## src/rtl/pipeline_pkg.sv

```systemverilog
// Shared definitions for the in-order pipeline controller:
// FSM encoding, stage-valid bit positions and the default register-index width.
package pipeline_pkg;

  typedef enum logic [1:0] {
    ST_IDLE   = 2'd0,
    ST_FILL   = 2'd1,
    ST_RUN    = 2'd2,
    ST_FREEZE = 2'd3
  } state_t;

  localparam int NUM_STAGES = 4;
  localparam int STG_IFID   = 0;
  localparam int STG_IDEX   = 1;
  localparam int STG_EXMEM  = 2;
  localparam int STG_MEMWB  = 3;

  localparam int REG_W_DEF  = 5;

endpackage

```

## src/rtl/hazard_detect.sv

```systemverilog
// Load-use hazard detector: a load in ID/EX whose destination feeds either
// source of the IF/ID instruction. x0 is never a real dependency.
module hazard_detect
  import pipeline_pkg::*;
#(
  parameter int REG_W = REG_W_DEF
) (
  input  logic             memread,
  input  logic [REG_W-1:0] rd,
  input  logic [REG_W-1:0] rs1,
  input  logic [REG_W-1:0] rs2,
  output logic             load_use
);

  assign load_use = memread && (rd != '0) && ((rd == rs1) || (rd == rs2));

endmodule

```

## src/rtl/pipeline_ctrl.sv

```systemverilog
// Pipeline controller: run/fill/freeze sequencing, stall and flush steering,
// and saturating stall/flush event counters.
module pipeline_ctrl
  import pipeline_pkg::*;
#(
  parameter int REG_W = REG_W_DEF,
  parameter int CNT_W = 32
) (
  input  logic                  clk_i,
  input  logic                  rst_i,
  input  logic                  start_i,
  input  logic                  idex_memread_i,
  input  logic [REG_W-1:0]      idex_rd_i,
  input  logic [REG_W-1:0]      ifid_rs1_i,
  input  logic [REG_W-1:0]      ifid_rs2_i,
  input  logic                  branch_taken_i,
  input  logic                  mem_busy_i,
  output logic                  pc_write_o,
  output logic                  ifid_stall_o,
  output logic                  ifid_flush_o,
  output logic                  idex_flush_o,
  output logic                  freeze_o,
  output logic [NUM_STAGES-1:0] valid_o,
  output logic [CNT_W-1:0]      stall_cnt_o,
  output logic [CNT_W-1:0]      flush_cnt_o
);

  state_t                state_q, state_d;
  state_t                resume_q, resume_d;
  logic [NUM_STAGES-1:0] valid_q, valid_d, fill_step;
  logic [CNT_W-1:0]      stall_q, flush_q;
  logic                  load_use, active, frozen;

  function automatic logic [CNT_W-1:0] sat_inc(input logic [CNT_W-1:0] v);
    return (&v) ? v : v + {{(CNT_W-1){1'b0}}, 1'b1};
  endfunction

  hazard_detect #(.REG_W(REG_W)) u_hazard (
    .memread  (idex_memread_i),
    .rd       (idex_rd_i),
    .rs1      (ifid_rs1_i),
    .rs2      (ifid_rs2_i),
    .load_use (load_use)
  );

  // Freeze outranks load-use, which outranks a taken branch. A FREEZE cycle
  // whose busy has already dropped behaves like the state it returns to.
  always_comb begin
    active       = (state_q != ST_IDLE);
    frozen       = active && mem_busy_i;
    freeze_o     = frozen;
    ifid_stall_o = frozen || (active && load_use);
    idex_flush_o = active && !frozen && load_use;
    ifid_flush_o = active && !frozen && !load_use && branch_taken_i;
    pc_write_o   = active && !frozen && !load_use;
  end

  // Fill progress is the valid vector itself, so holding valid_q across a
  // freeze preserves it without a separate counter.
  always_comb begin
    state_d   = state_q;
    resume_d  = resume_q;
    valid_d   = valid_q;
    fill_step = {valid_q[NUM_STAGES-2:0], 1'b1};
    case (state_q)
      ST_IDLE: begin
        if (start_i) begin
          state_d = ST_FILL;
          valid_d = fill_step;
        end
      end
      ST_FILL, ST_RUN: begin
        if (!start_i) begin
          state_d = ST_IDLE;
          valid_d = '0;
        end else if (mem_busy_i) begin
          state_d  = ST_FREEZE;
          resume_d = state_q;
        end else if (state_q == ST_FILL) begin
          valid_d = fill_step;
          if (valid_q[STG_EXMEM]) state_d = ST_RUN;
        end
      end
      ST_FREEZE: begin
        if (!start_i) begin
          state_d = ST_IDLE;
          valid_d = '0;
        end else if (!mem_busy_i) begin
          state_d = resume_q;
        end
      end
      default: begin
        state_d = ST_IDLE;
        valid_d = '0;
      end
    endcase
  end

  always_ff @(posedge clk_i or posedge rst_i) begin
    if (rst_i) begin
      state_q  <= ST_IDLE;
      resume_q <= ST_FILL;
      valid_q  <= '0;
      stall_q  <= '0;
      flush_q  <= '0;
    end else begin
      state_q  <= state_d;
      resume_q <= resume_d;
      valid_q  <= valid_d;
      if (active && !pc_write_o) stall_q <= sat_inc(stall_q);
      if (ifid_flush_o)          flush_q <= sat_inc(flush_q);
    end
  end

  assign valid_o     = valid_q;
  assign stall_cnt_o = stall_q;
  assign flush_cnt_o = flush_q;

endmodule

```

## config.mk

```make
export PLATFORM = sky130hd
export DESIGN_NAME = pipeline_ctrl
export DESIGN_NICKNAME = d
export VERILOG_FILES = /design/src/rtl/pipeline_pkg.sv /design/src/rtl/hazard_detect.sv /design/src/rtl/pipeline_ctrl.sv
export SDC_FILE = /design/constraint.sdc
export NUM_CORES = 1
export LEC_CHECK = 0
export ABC_CLOCK_PERIOD_IN_PS = 3500
export CAP_MARGIN = 20
export CORE_UTILIZATION = 49
export CTS_CLUSTER_SIZE = 8
export DETAILED_ROUTE_END_ITERATION = 8
export PLACE_DENSITY = 0.8
export SYNTH_ARGS = -nofsm -noshare
export SYNTH_HDL_FRONTEND = slang
export SYNTH_HIERARCHICAL = 1
export SYNTH_SLANG_ARGS = --single-unit
```

## constraint.sdc

```tcl
create_clock -name clk_i -period 3.5 [get_ports clk_i]
set_input_delay 0.35 -clock clk_i [delete_from_list [all_inputs] [get_ports clk_i]]
set_output_delay 0.35 -clock clk_i [all_outputs]
set_load 0.05 [all_outputs]
```

==> results.sh, run 1 <==
export IMPL_min_path_type="in2async"
export IMPL_swShare_pct=36.5
export IMPL_synth_edff_count=0
export IMPL_first_global_vias=2975
export IMPL_cts_made_buffers=9
export IMPL_cap_violations=0
export IMPL_rsz0062_at_grt="no"
export IMPL_ctsHtreeMaxLevel=3
export IMPL_grt_max_degree=73
export IMPL_fmax_mhz=328
export IMPL_slowest_stage="or4b_1"
export IMPL_p_leak_nw=2.23
export IMPL_r2r_slack_ns=0.80
export IMPL_power_frac_clock_pct=28.1
export IMPL_dp_hpwl_um=5990
export IMPL_crit_path_max_fanout=5
export IMPL_clock_sinks=72
export IMPL_drive_gt1_share_pct=8.17
export IMPL_arrival_ns=2.70
export IMPL_diodes=0
export IMPL_slowest_delay_ns=0.58
export IMPL_yosysSeqAreaShare_pct=48.5
export IMPL_dp_cells=549
export IMPL_async_flop_share_pct=100
export IMPL_critPathCaptureType="output pin"
export IMPL_post_cts_buffers=0
export IMPL_yosys_cell_count_top_type="dfrtp_1"
export IMPL_totalWireLength_um=8270
export IMPL_syn_inst=356
export IMPL_hold_viol_final=0
export IMPL_p_comb_share_pct=33.6
export IMPL_grt_busiest_layer="met2"
export IMPL_drt_iter0_drc=132
export IMPL_die_h_um=89.1
export IMPL_grt_use_met3_pct=7.39
export IMPL_synth_area_leaders="dfrtp_1 48%, xnor2_1 7.8%, xor2_1 7.5%, nand3_1 3.9%, nand2_1 3.2%"
export IMPL_gp_congestion=0.842
export IMPL_cts_buffer_depth=2
export IMPL_period_share_pct=87.0
export IMPL_outcome="finished, final reports clean"
export IMPL_vdd_ir_drop_max_mv=0.428
export IMPL_worstReg2RegEnd="flush_cnt_o[15]"
export IMPL_synth_main_ff_cell="dfrtp_1"
export IMPL_cts_tree="built"
export IMPL_layoutNonFillerInstCount=564
export IMPL_ys_types=51
export IMPL_row_count=31
export IMPL_die_w_um=89.1
export IMPL_worstSetupStartpointType="input pin"
export IMPL_syn_area_per_cell_um2=10.4
export IMPL_drc=0
export IMPL_routedWlPerCell_um=14.7
export IMPL_holdBufCountCts=0
export IMPL_fin_crit_ns=3.05
export IMPL_dr_total_vias=3064
export IMPL_p_switching_mw=1.00
export IMPL_antenna_found_initial=0
export IMPL_post_cts_resized=0
export IMPL_use_met1_pct=27.5
export IMPL_die_area_mm2=0.00793
export IMPL_root_buffer="clkbuf_8"
export IMPL_pwr_share_seq_pct=38.3
export IMPL_finalSetupTns_ns=0
export IMPL_ant_nets=0
export IMPL_reg2reg_depth=8
export IMPL_drv_slew=0
export IMPL_grt_pass1_wl_um=13600
export IMPL_nets=488
export IMPL_synthDominantCellAreaShare_pct=47.8
export IMPL_clkSlewWorstSetupHoldPaths_ns=0.08
export IMPL_crit_required_ns=3.15
export IMPL_area_growth_pct=35.7
export IMPL_internal_power_mw=1.74
export IMPL_power_density_mw_per_mm2=544
export IMPL_finalSetupViolCount=0
export IMPL_synth_area_mm2=0.00371
export IMPL_synth_seq_cells=72
export IMPL_synth_warnings=6
export IMPL_maxSlewHeadroom_pct=58.7
export IMPL_firstDrtPassIters=4
export IMPL_io_buffers=93
export IMPL_yosys_top_cells_count="71 x dfrtp_1, 33 x xnor2_1, 32 x nand2_1, 32 x xor2_1, 29 x nand3_1"
export IMPL_clk_latency_ns=0.35
export IMPL_synth_top_area_cell="dfrtp_1"
export IMPL_r2r_start="state_q[0]"
export IMPL_critPathKind="in2out"
export IMPL_worst_slew_pin_transition_ns=0.615
export IMPL_worstPathCellList="clkdlybuf4s50_1, or4_1, o21ai_1, a21oi_1, or4b_1, buf_4, inv_1, buf_12"
export IMPL_syn_num_nets=383
export IMPL_io_pins=94
export IMPL_overflow=0
export IMPL_fin_skew_ns=0.00950
export IMPL_start_util_pct=50.9
export IMPL_grt_use_met2_pct=37.4
export IMPL_grt_usage_pct=22.4
export IMPL_via_per_inst=5.43
export IMPL_core_area_mm2=0.00729
[layout by cell type, fill, tap and decap left out, types with 3 or more instances in the layout]
master / count
xnor2_1: 33
inv_1: 10
mux2_2: 5
nand2b_1: 4
and3_1: 14
mux2i_1: 4
clkbuf_8: 9
xor2_1: 32
nor4_2: 3
nand3_1: 29
a21oi_1: 7
bufinv_16: 3
o21ai_0: 7
nor2_1: 19
mux2_1: 3
dfrtp_1: 71
and4_1: 5
nor3_1: 14
ha_1: 6
nand4_1: 16
buf_4: 6
nand2_1: 32
nor2b_1: 3
clkdlybuf4s50_1: 91
[worst max-delay path, delay by kind of cell]
kind                   cells  cell delay [ns]
AO/OA/AOI/OAI              2             0.23
buffers and inverters      4             0.97
AND/OR/NAND/NOR            2             1.13
[worst max-delay path by stage]
stage,from,end,slack (ns),cells past startpoint
2_1_floorplan,idex_rd_i[0],flush_cnt_o[31],0.73,9
3_3_place_gp,idex_rd_i[0],flush_cnt_o[31],0.23,9
3_5_place_dp,idex_rd_i[0],flush_cnt_o[31],0.13,9
4_1_cts,idex_rd_i[0],ifid_flush_o,0.45,8
5_1_grt,idex_rd_i[0],ifid_flush_o,0.34,8
6_report,idex_rd_i[0],ifid_flush_o,0.45,8
[power groups by stage]
stage	clock network (mW)	logic [mW]	registers, mW
global route	0.828	0.984	1.07
CTS	0.793	0.923	1.05
global placement	0	0.899	1.06
finish	0.770	0.920	1.05
floorplan	0	0.374	1.31
detailed placement	0	0.921	1.06
[flip-flops by register name, summed over array words and instances, names as in the netlist]
| register | cells |
|---|---|
| stall_cnt_o | 32 |
| flush_cnt_o | 32 |
| valid_o | 4 |
| resume_q | 2 |
| state_q | 2 |
[cells by family (layout without fill, tap and decap cells)]
group | after synthesis | after routing | synth area share (%)
mux | 12 | 12 | 3.50
simple gates | 155 | 155 | 23.3
flops | 72 | 72 | 48.5
fa+ha+maj | 6 | 6 | 2.02
compound gates | 30 | 30 | 5.46
xor+xnor | 65 | 65 | 15.3
buf+inv | 16 | 125 | 1.85
[routing by layer]
| metal | up-vias | wire length, um |
|---|---|---|
| met4 | 0 | 140 |
| met1 | 1489 | 3590 |
| met2 | 89 | 4110 |
| met3 | 18 | 428 |
| li1 | 1468 | - |
| met5 | - | 0 |
[final cells by class]
| type | instances | area, um^2 |
|---|---|---|
| clock inverters | 6 | 109 |
| multi-input cells | 268 | 1840 |
| inverters | 11 | 41.3 |
| repair buffers | 99 | 996 |
| well taps | 99 | 124 |
| flip-flops and latches | 72 | 1800 |
| clock buffers | 9 | 124 |
| fillers | 595 | 2250 |
[through the flow]
step / util, % / instance area (um^2) / hold WS [ns] / setup WS [ns] / total power [mW]
after global routing: 69.1 / 5040 / 0.413 / 0.335 / 2.88
after detailed placement: 65.9 / 4810 / 0.477 / 0.125 / 1.98
after floorplan: - / 3710 / 0.446 / 0.729 / 1.68
after global placement: 65.9 / 4810 / 0.467 / 0.227 / 1.96
after CTS: 69.1 / 5040 / 0.398 / 0.451 / 2.76
final: 69.1 / 5040 / 0.379 / 0.454 / 2.74
(Power assumes the default switching activity.)
==> inputs of run 2 (changes only) <==
Settings changed: CORE_UTILIZATION 49 to 45, CTS_BUF_LIST from default to sky130_fd_sc_hd__clkbuf_2 sky130_fd_sc_hd__clkbuf_4 sky130_fd_sc_hd__clkbuf_8, PLACE_DENSITY 0.8 to 0.74.
==> run 2 against run 1 <==
  * Non-clock buffer count rose by 1
  * Critical endpoint is now flush_cnt_o[31]
  * Count of clock-buffer cells in the layout rose by 1
  * Cell count rose by 0.89%
  * Fmax rose by 0.24%
  * Flip-flop and latch count did not move
  * Largest cell class unchanged
  * Via count fell by 1.0%
  * Critical path depth rose by 1
==> results.sh, run 2 (synthesized netlist as in run 1, its figures left out) <==
export IMPL_fin_crit_ns=3.04
export IMPL_drive_gt1_share_pct=8.57
export IMPL_antenna_found_initial=0
export IMPL_crit_end="flush_cnt_o[31]"
export IMPL_drt_iter0_drc=121
export IMPL_final_util_pct=64.4
export IMPL_num_fill_cells=660
export IMPL_drc=0
export IMPL_post_cts_resized=0
export IMPL_overflow=0
export IMPL_layout_common_cells="91 x clkdlybuf4s50_1, 71 x dfrtp_1, 33 x xnor2_1, 32 x nand2_1, 32 x xor2_1"
export IMPL_critPathCaptureType="register"
export IMPL_crit_required_ns=3.72
export IMPL_post_cts_buffers=0
export IMPL_core_area_mm2=0.00785
export IMPL_io_buffers=93
export IMPL_clkSlewWorstSetupHoldPaths_ns=0.08
export IMPL_multi_input_area_mm2=0.00184
export IMPL_area_growth_pct=36.1
export IMPL_dr_total_vias=3033
export IMPL_grt_pass1_wl_um=14100
export IMPL_layoutNonFillerInstCount=569
export IMPL_grt_max_degree=38
export IMPL_cts_tree="built"
export IMPL_cap_violations=0
export IMPL_finalSetupViolCount=0
export IMPL_finalSetupTns_ns=0
export IMPL_slowest_stage="or4b_1"
export IMPL_cts_made_buffers=9
export IMPL_period_share_pct=86.8
export IMPL_dp_hpwl_um=6020
export IMPL_first_global_vias=3021
export IMPL_rsz0062_at_grt="no"
export IMPL_die_area_mm2=0.00862
export IMPL_fin_skew_ns=0.00703
export IMPL_firstDrtPassIters=4
export IMPL_reg2reg_depth=7
export IMPL_routedWlPerCell_um=14.4
export IMPL_row_count=32
export IMPL_grt_usage_pct=20.5
export IMPL_dp_cells=553
export IMPL_seq_area_mm2=0.00180
export IMPL_ctsHtreeMaxLevel=3
export IMPL_start_util_pct=47.3
export IMPL_crit_path_start="idex_rd_i[0]"
export IMPL_root_buffer="clkbuf_8"
export IMPL_clk_latency_ns=0.34
export IMPL_drv_slew=0
export IMPL_p_leak_nw=2.23
export IMPL_die_h_um=92.9
export IMPL_via_per_inst=5.33
export IMPL_path_buf_inv=1
export IMPL_hold_viol_final=0
export IMPL_maxSlewHeadroom_pct=49.4
export IMPL_cp_top_family="simple AND/OR/NAND/NOR gates"
export IMPL_power_density_mw_per_mm2=544
export IMPL_hold_ws_ns=0.466
export IMPL_worst_slew_pin_transition_ns=0.757
export IMPL_arrival_ns=3.25
export IMPL_io_pins=94
export IMPL_cts_buffer_depth=2
export IMPL_fmax_mhz=329
export IMPL_critical_path_depth=9
export IMPL_power_total_mw=2.75
export IMPL_worstPathCellList="clkdlybuf4s50_1, or4_1, o21ai_1, a21oi_1, or4b_1, nor4_4, nand2_1, nor3_1, mux2_1"
export IMPL_min_path_type="in2async"
export IMPL_gp_congestion=0.854
export IMPL_vdd_ir_drop_max_mv=0.326
export IMPL_outcome="finished, final reports clean"
export IMPL_die_w_um=92.9
export IMPL_totalWireLength_um=8220
export IMPL_clock_sinks=72
export IMPL_holdBufCountCts=0
export IMPL_nets=489
export IMPL_final_common_cell="clkdlybuf4s50_1"
export IMPL_crit_path_max_fanout=5
export IMPL_worstSetupStartpointType="input pin"
export IMPL_worstReg2RegEnd="flush_cnt_o[31]"
export IMPL_ant_nets=0
export IMPL_r2r_slack_ns=0.78
export IMPL_diodes=0
export IMPL_r2r_start="state_q[0]"
export IMPL_critPathKind="in2reg"
export IMPL_slowest_delay_ns=0.59
==> run 2: metal layers <==
metal	vias to the layer above	part of all wire, %	global-route usage [%]
met2	86	48	32.1
met3	10	5.0	4.84
met1	1467	46	27.5
met5	-	0	0
met4	0	1.4	7.82
li1	1470	-	-
==> run 2: how the worst min path moves through the flow <==
stage | end | slack (ns) | cells after the start | startpoint
floorplan | resume_q[1] | 0.45 | 2 | resume_q[1]
global placement | resume_q[1] | 0.47 | 2 | resume_q[1]
detailed placement | flush_cnt_o[22] | 0.48 | 1 | flush_cnt_o[22]
CTS | stall_cnt_o[13] | 0.49 | 2 | rst_i
global route | stall_cnt_o[13] | 0.52 | 2 | rst_i
finish | stall_cnt_o[11] | 0.47 | 2 | rst_i
==> run 2: cell type report <==
type                    count  share of cell area [%]
well taps                 102                    2.52
inverters                  11                   0.816
repair buffers            100                    19.8
clock inverters             6                    2.13
multi-input cells         268                    36.4
flip-flops and latches     72                    35.7
clock buffers              10                    2.60
==> run 2: through the flow <==
stage,instance area (um^2),worst slack (ns)
after floorplan,3710,0.729
after global placement,4820,0.222
after detailed placement,4820,0.151
after CTS,5060,0.481
after global routing,5060,0.284
final,5060,0.461
==> run 2: worst reg2reg max path, stage by stage, from the launching register on <==
cell     delay, ns
dfrtp_1       0.41
inv_1         0.10
ha_1          0.32
or4b_1        0.66
nor4_4        0.46
nand2_1       0.12
nor3_1        0.18
mux2_1        0.35
==> run 2: report_power, final <==
part           leakage [nW]  internal, mW  switching [mW]
clock network         0.120         0.479           0.305
logic                  1.15         0.338           0.577
registers             0.964         0.933           0.121
total                  2.23          1.75            1.00
==> inputs of run 3 (changes only) <==
Settings changed: CORE_MARGIN from default to 1.
==> results of run 3 <==
Final layout, timing and power as in run 2 (identical DEF).
